[src/rtl/inst_buffer_pkg.sv]
// rtl/inst_buffer_pkg.sv - shared types and widths for the fetch-to-dispatch instruction buffer
`ifndef N
`define N 3
`endif

package inst_buffer_pkg;

  typedef logic [31:0] INST;
  typedef logic [31:0] ADDR;

  typedef struct packed {
    INST inst;
    ADDR PC;
    ADDR NPC;
  } FETCH_PACKET;

  localparam int SUPERSCALAR_WIDTH = `N;
  localparam int NUM_SCALAR_BITS   = $clog2(`N + 1);
  localparam int INST_BUFFER_DEPTH = 16;

endpackage

[src/rtl/inst_buffer_if.sv]
// rtl/inst_buffer_if.sv - fetch and dispatch side signals of the instruction buffer
interface inst_buffer_if
  import inst_buffer_pkg::*;
#(
  parameter int N = `N
) ();

  FETCH_PACKET [N-1:0]        inst_buffer_inputs;
  logic [NUM_SCALAR_BITS-1:0] instructions_valid;
  logic [NUM_SCALAR_BITS-1:0] inst_buffer_spots;
  FETCH_PACKET [N-1:0]        dispatch_outputs;
  logic [NUM_SCALAR_BITS-1:0] outputs_valid;
  logic [NUM_SCALAR_BITS-1:0] num_dispatched;

  // Fetch/Dispatch side
  modport master (
    output inst_buffer_inputs,
    output instructions_valid,
    output num_dispatched,
    input  inst_buffer_spots,
    input  dispatch_outputs,
    input  outputs_valid
  );

  // Buffer side
  modport slave (
    input  inst_buffer_inputs,
    input  instructions_valid,
    input  num_dispatched,
    output inst_buffer_spots,
    output dispatch_outputs,
    output outputs_valid
  );

endinterface

[src/rtl/inst_buffer.sv]
// rtl/inst_buffer.sv - N-wide circular FIFO between fetch and dispatch with flush
module inst_buffer
  import inst_buffer_pkg::*;
#(
  parameter int N     = `N,
  parameter int DEPTH = INST_BUFFER_DEPTH
) (
  input  logic         clock,
  input  logic         reset,
  input  logic         flush,
  inst_buffer_if.slave ib
);

  localparam int IDX_W = $clog2(DEPTH);
  localparam int CNT_W = $clog2(DEPTH + 1);

  FETCH_PACKET                entries [DEPTH];
  logic [IDX_W-1:0]           head;
  logic [IDX_W-1:0]           tail;
  logic [CNT_W-1:0]           count;

  logic [CNT_W-1:0]           free_cnt;
  logic [NUM_SCALAR_BITS-1:0] spots;
  logic [NUM_SCALAR_BITS-1:0] avail;
  logic [NUM_SCALAR_BITS-1:0] pushed;
  logic [NUM_SCALAR_BITS-1:0] popped;
  FETCH_PACKET [N-1:0]        out_pkts;

  // Space and occupancy depend only on the registered count, so a pop never frees room for a same-cycle push
  always_comb begin
    free_cnt = CNT_W'(DEPTH) - count;
    spots    = (free_cnt < CNT_W'(N)) ? NUM_SCALAR_BITS'(free_cnt) : NUM_SCALAR_BITS'(N);
    avail    = (count < CNT_W'(N)) ? NUM_SCALAR_BITS'(count) : NUM_SCALAR_BITS'(N);
    pushed   = (ib.instructions_valid < spots) ? ib.instructions_valid : spots;
    popped   = (ib.num_dispatched < avail) ? ib.num_dispatched : avail;
  end

  // Present the oldest N entries starting at head; pointer arithmetic wraps at DEPTH
  always_comb begin
    out_pkts = '0;
    for (int i = 0; i < N; i++) begin
      out_pkts[i] = entries[head + IDX_W'(i)];
    end
  end

  assign ib.inst_buffer_spots = spots;
  assign ib.outputs_valid     = avail;
  assign ib.dispatch_outputs  = out_pkts;

  // Storage and pointer update: reset clears everything, flush only drops the pointers
  always_ff @(posedge clock) begin
    if (reset) begin
      for (int d = 0; d < DEPTH; d++) begin
        entries[d] <= '0;
      end
      head  <= '0;
      tail  <= '0;
      count <= '0;
    end else if (flush) begin
      head  <= '0;
      tail  <= '0;
      count <= '0;
    end else begin
      for (int i = 0; i < N; i++) begin
        if (i < int'(pushed)) begin
          entries[tail + IDX_W'(i)] <= ib.inst_buffer_inputs[i];
        end
      end
      head  <= head + IDX_W'(popped);
      tail  <= tail + IDX_W'(pushed);
      count <= count + CNT_W'(pushed) - CNT_W'(popped);
    end
  end

endmodule

[src/flat_wrapper.sv]
// flat-port wrapper written by rule: the top's interface ports become plain ports
module inst_buffer_flat import inst_buffer_pkg::*;
#(
  parameter int N     = `N,
  parameter int DEPTH = INST_BUFFER_DEPTH
)
  (clock, reset, flush, ib_inst_buffer_inputs, ib_instructions_valid, ib_num_dispatched, ib_inst_buffer_spots, ib_dispatch_outputs, ib_outputs_valid);
  inst_buffer_if #(.N(N)) ib_i ();
  input  logic clock;
  input  logic reset;
  input  logic flush;
  input wire logic [$bits(ib_i.inst_buffer_inputs)-1:0] ib_inst_buffer_inputs;
  input wire logic [$bits(ib_i.instructions_valid)-1:0] ib_instructions_valid;
  input wire logic [$bits(ib_i.num_dispatched)-1:0] ib_num_dispatched;
  output wire logic [$bits(ib_i.inst_buffer_spots)-1:0] ib_inst_buffer_spots;
  output wire logic [$bits(ib_i.dispatch_outputs)-1:0] ib_dispatch_outputs;
  output wire logic [$bits(ib_i.outputs_valid)-1:0] ib_outputs_valid;
  assign ib_i.inst_buffer_inputs = ib_inst_buffer_inputs;
  assign ib_i.instructions_valid = ib_instructions_valid;
  assign ib_i.num_dispatched = ib_num_dispatched;
  assign ib_inst_buffer_spots = ib_i.inst_buffer_spots;
  assign ib_dispatch_outputs = ib_i.dispatch_outputs;
  assign ib_outputs_valid = ib_i.outputs_valid;
  inst_buffer #(.N(N), .DEPTH(DEPTH)) u_core (.clock(clock), .reset(reset), .flush(flush), .ib(ib_i));
endmodule
[config.mk]
export PLATFORM = sky130hd
export DESIGN_NAME = inst_buffer_flat
export DESIGN_NICKNAME = d
export VERILOG_FILES = /design/src/rtl/inst_buffer_pkg.sv /design/src/rtl/inst_buffer_if.sv /design/src/rtl/inst_buffer.sv /design/src/flat_wrapper.sv
export SDC_FILE = /design/constraint.sdc
export NUM_CORES = 2
export LEC_CHECK = 0
export BUFFER_PORTS_ARGS = -buffer_cell sky130_fd_sc_hd__buf_2
export CORE_MARGIN = 3
export CORE_UTILIZATION = 25
export DETAILED_ROUTE_END_ITERATION = 16
export GPL_ROUTABILITY_DRIVEN = 0
export HOLD_SLACK_MARGIN = 0.15
export PLACE_DENSITY_LB_ADDON = 0.12
export SYNTH_ARGS = -nofsm -noshare
export SYNTH_HDL_FRONTEND = slang
export SYNTH_SLANG_ARGS = --single-unit
[constraint.sdc]
create_clock -name clock -period 39.9 [get_ports clock]
set_input_delay 0 -clock clock [delete_from_list [all_inputs] [get_ports clock]]
set_output_delay 0 -clock clock [all_outputs]
set_load 0.02 [all_outputs]
==> results by group <==
Status
  • Status: finished with violations
  • Failing checks: antenna rules

Global route
  • Largest net degree at the start of global routing: around 150
  • GRT Overall Usage: 29.4%
  • Vias in the first global route: 94300
  • Initial antenna violation count: 141
  • First-pass GRT wire length: between 900000 and 1000000 um
  • Gr ovfl total: 0

Power
  • Peak VDD IR: 0.0000592 V
  • P_leak: 44.4 nW
  • Pwr dens: 50.8 nW/um2
  • Total power: 6.82 mW

Detailed routing
  • Routed WL per cell: 46.0 um
  • Final ANT Viol Nets: 1
  • Top routing layer in use: met5
  • Wl on met1: 268000 um
  • DR WL met3: 73900 um
  • Vias: 98800
  • Wire length on met2: 308000 um
  • Final WL: 687000 um
  • # DRC: 0
  • DR vias/cell: about 6.6
  • DR iter-0 viols: 16100
  • Drt pass-1 iters: 9

Critical path
  • WP data required: 40.62 ns
  • CP Capture Type: register
  • CP cell instances: inv_1, ha_1, xnor2_1, a21oi_2, or3_1, ha_1, or2_2, a211oi_1, or3_4, buf_12, or3_4, buf_4, buf_4, o221ai_1, dlygate4sd3_1
  • Critical Path Start Type: register
  • Crit-path max FO: 98
  • Crit-path slowest cell: or3_4
  • Arr. time, crit path: 8.72 ns
  • R2r setup slk: 31.90 ns
  • Crit path largest cell delay: 0.97 ns
  • CP Class: register to register

Placement
  • Post-DP HPWL: approximately 360000 um
  • IO Port Bufs: 586

Floorplanning
  • Starting Density: 25.2%
  • Ports: 587
  • Die width: 670 um
  • Die height: about 670 um
  • # rows: 243
  • Core Box Area: 439000 um2
  • Die area: 449000 um2

Final layout
  • Commonest non-fill, non-tap cell in the layout: edfxtp_1
  • Final core utilization: just over 30%
  • Most frequent cells in the layout: edfxtp_1 (1536), mux4_2 (1440), nand2_1 (905), dlygate4sd3_1 (868), a221o_1 (838)
  • P&R area growth vs syn: 21.6%
  • Nets@finish: 9109
  • Fraction of layout cells with a size suffix above 1: 29.6%

CTS
  • H-tree levels: 4
  • Clk buf depth: 4
  • Setup bufs post-CTS: 0
  • Clock latency on the worst-skew pair: 0.96 ns
  • CTS Sinks: approximately 1500
  • Clock transition at path regs: 0.06 ns
  • Clock buffer count from CTS: 210
  • Clock Tree Root: clkbuf_16
  • CTS tree: built

Synth
  • Largest family of logic cells by synthesized area: multiplexers
  • Post-Synth Adder-Cell Area: 0.277%
  • Synth unique cells: 63
  • Post-synthesis mux area share: 29.4%
  • Mapped cell area: 110000 um2
  • Main synth FF type: edfxtp_1
  • Synthesized Nets: 8417
  • Synth Area in Simple Gates: 10.1%
  • Post-Syn Area per Cell: 13.6 um2
  • Mapped Cells: 8100
  • Synth Register Bits: 1549
  • YS warnings: 0
  • Post-synth EDFFs: between 1500 and 2000
  • Compound-Gate Fraction of Synth Area: 13.4%
  • Sequential fraction of the synthesis area: 42.0%
  • Asr flop ratio synth: 0%
  • Xor/xnor share of the synthesized area: less than 1%

STA
  • Slew HR: slightly below 8%
  • Final setup TNS: 0 ns
  • Pins over their slew limit: 0
  • Clock Skew: 0.0664 ns
  • Max Fclk: around 130 MHz
  • # setup viols final: 0
  • Final Hold Viols: 0
  • Worst-Margin Slew: 1.38 ns
  • RSZ-0062 raised after global routing: false
  • Clock period minus worst slack: 8.00 ns
  • Period utilization: 20.0%

Worst hold path
  • Hold Path Class: input pin to register

Flow run
  • MaxCap Viol Count: 0
## stage by stage
stage | hold slack (ns) | setup slack, ns | instance area, um2 | cells
4_1_cts | 0.150 | 32.17 | 134000 | 14800
3_5_place_dp | 0.479 | 32.59 | 119000 | 13600
3_3_place_gp | 0.477 | 32.50 | 119000 | 13600
6_report | 0.184 | 31.90 | 134000 | 14900
2_1_floorplan | 0.214 | 25.54 | 110000 | 8100
5_1_grt | 0.205 | 32.00 | 134000 | 14900
## metal layers
layer / track usage, % / up-vias
met4: 15.1 / 36
met1: 38.7 / 52600
met5: 0 / -
li1: - / 36100
met3: 6.93 / 1617
met2: 45.2 / 8551
## cell usage after synthesis (all sizes together) (2+ instances only)
master   count  area (um2)
or3          5        31.3
inv        114         428
nor3        98         500
nor2b       10        62.6
mux4      1440       32400
edfxtp    1536       46100
o221ai     479        4200
nor2        38         145
or4         54         405
and3       124         776
a21oi       13        76.3
buf        349        1570
o211ai     221        1660
nand2      905        3400
a22o         2        17.5
nor3b        4        35.0
nor4        18         180
a211oi       2        15.0
nand4      196        1230
o2111ai      3        26.3
dfxtp       13         260
or2          5        31.3
and2       670        4190
xor2         4        35.0
a21o         4        30.0
a221o      838        8390
o22ai        2        12.5
nand3       20         100
o21ai        4        23.8
fa           4        80.1
ha          18         225
clkbuf     865        3250
a2111o       6        67.6
nand2b       7        43.8
a2111oi      8         153
o311ai       3        26.3
xnor2        9        78.8
## cells by family after synthesis
kind of cell	after synthesis
AND/OR/NAND/NOR	2155
AO/OA/AOI/OAI	1593
flip-flops	1549
multiplexers	1440
buffers and inverters	1328
adder cells (fa/ha/maj)	22
XOR/XNOR	13
## area by class of cell
type | count | area (um2)
fillers | 43700 | 304000
multi-input cells | 5223 | 59400
diodes | 82 | 205
clock inverters | 139 | 1180
flip-flops and latches | 1549 | 46400
repair buffers | 1694 | 13900
clock buffers | 244 | 5430
well taps | 5880 | 7360
inverters | 114 | 428
## power by group
group / switching, mW / total (mW) / internal (mW) / leakage [nW]
Clock: 0.856 / 1.92 / 1.07 / 3.23
Sequential: 0.110 / 2.03 / 1.92 / 16.0
Combinational: 1.83 / 2.87 / 1.04 / 25.1
## critical path, delay by kind of cell, from the launching register on
family	cells	cell delay [ns]
AOI/OAI and AO/OA	3	0.79
xor gates and xnor gates	1	0.30
adders and majority gates	2	0.53
buffers and inverters	5	3.25
DFF	1	0.47
and+or+nand+nor	4	2.25
## worst paths after layout
kind	startpoint	end	cells past startpoint
worst max-delay path	u_core.count[2]$_SDFF_PP0_	u_core.entries[10][20]$_DFFE_PP_	15
worst min-delay path	ib_inst_buffer_inputs[36]	u_core.entries[9][36]$_DFFE_PP_	3
worst max register to register	u_core.count[2]$_SDFF_PP0_	u_core.entries[10][20]$_DFFE_PP_	15
worst min register to register	u_core.count[4]$_SDFF_PP0_	u_core.count[4]$_SDFF_PP0_	4
## sequential cells by signal, summed over array words and instances (netlist names)
name            flops
u_core.entries   1536
u_core.count        5
u_core.head         4
u_core.tail         4
## timing repair
action / CTS / global route
hold buffers: 868 / 0
endpoints found under the hold margin: 1556 / 0
gates resized for setup: 0 / 0
Note: power is estimated with default switching activity, not from simulation.
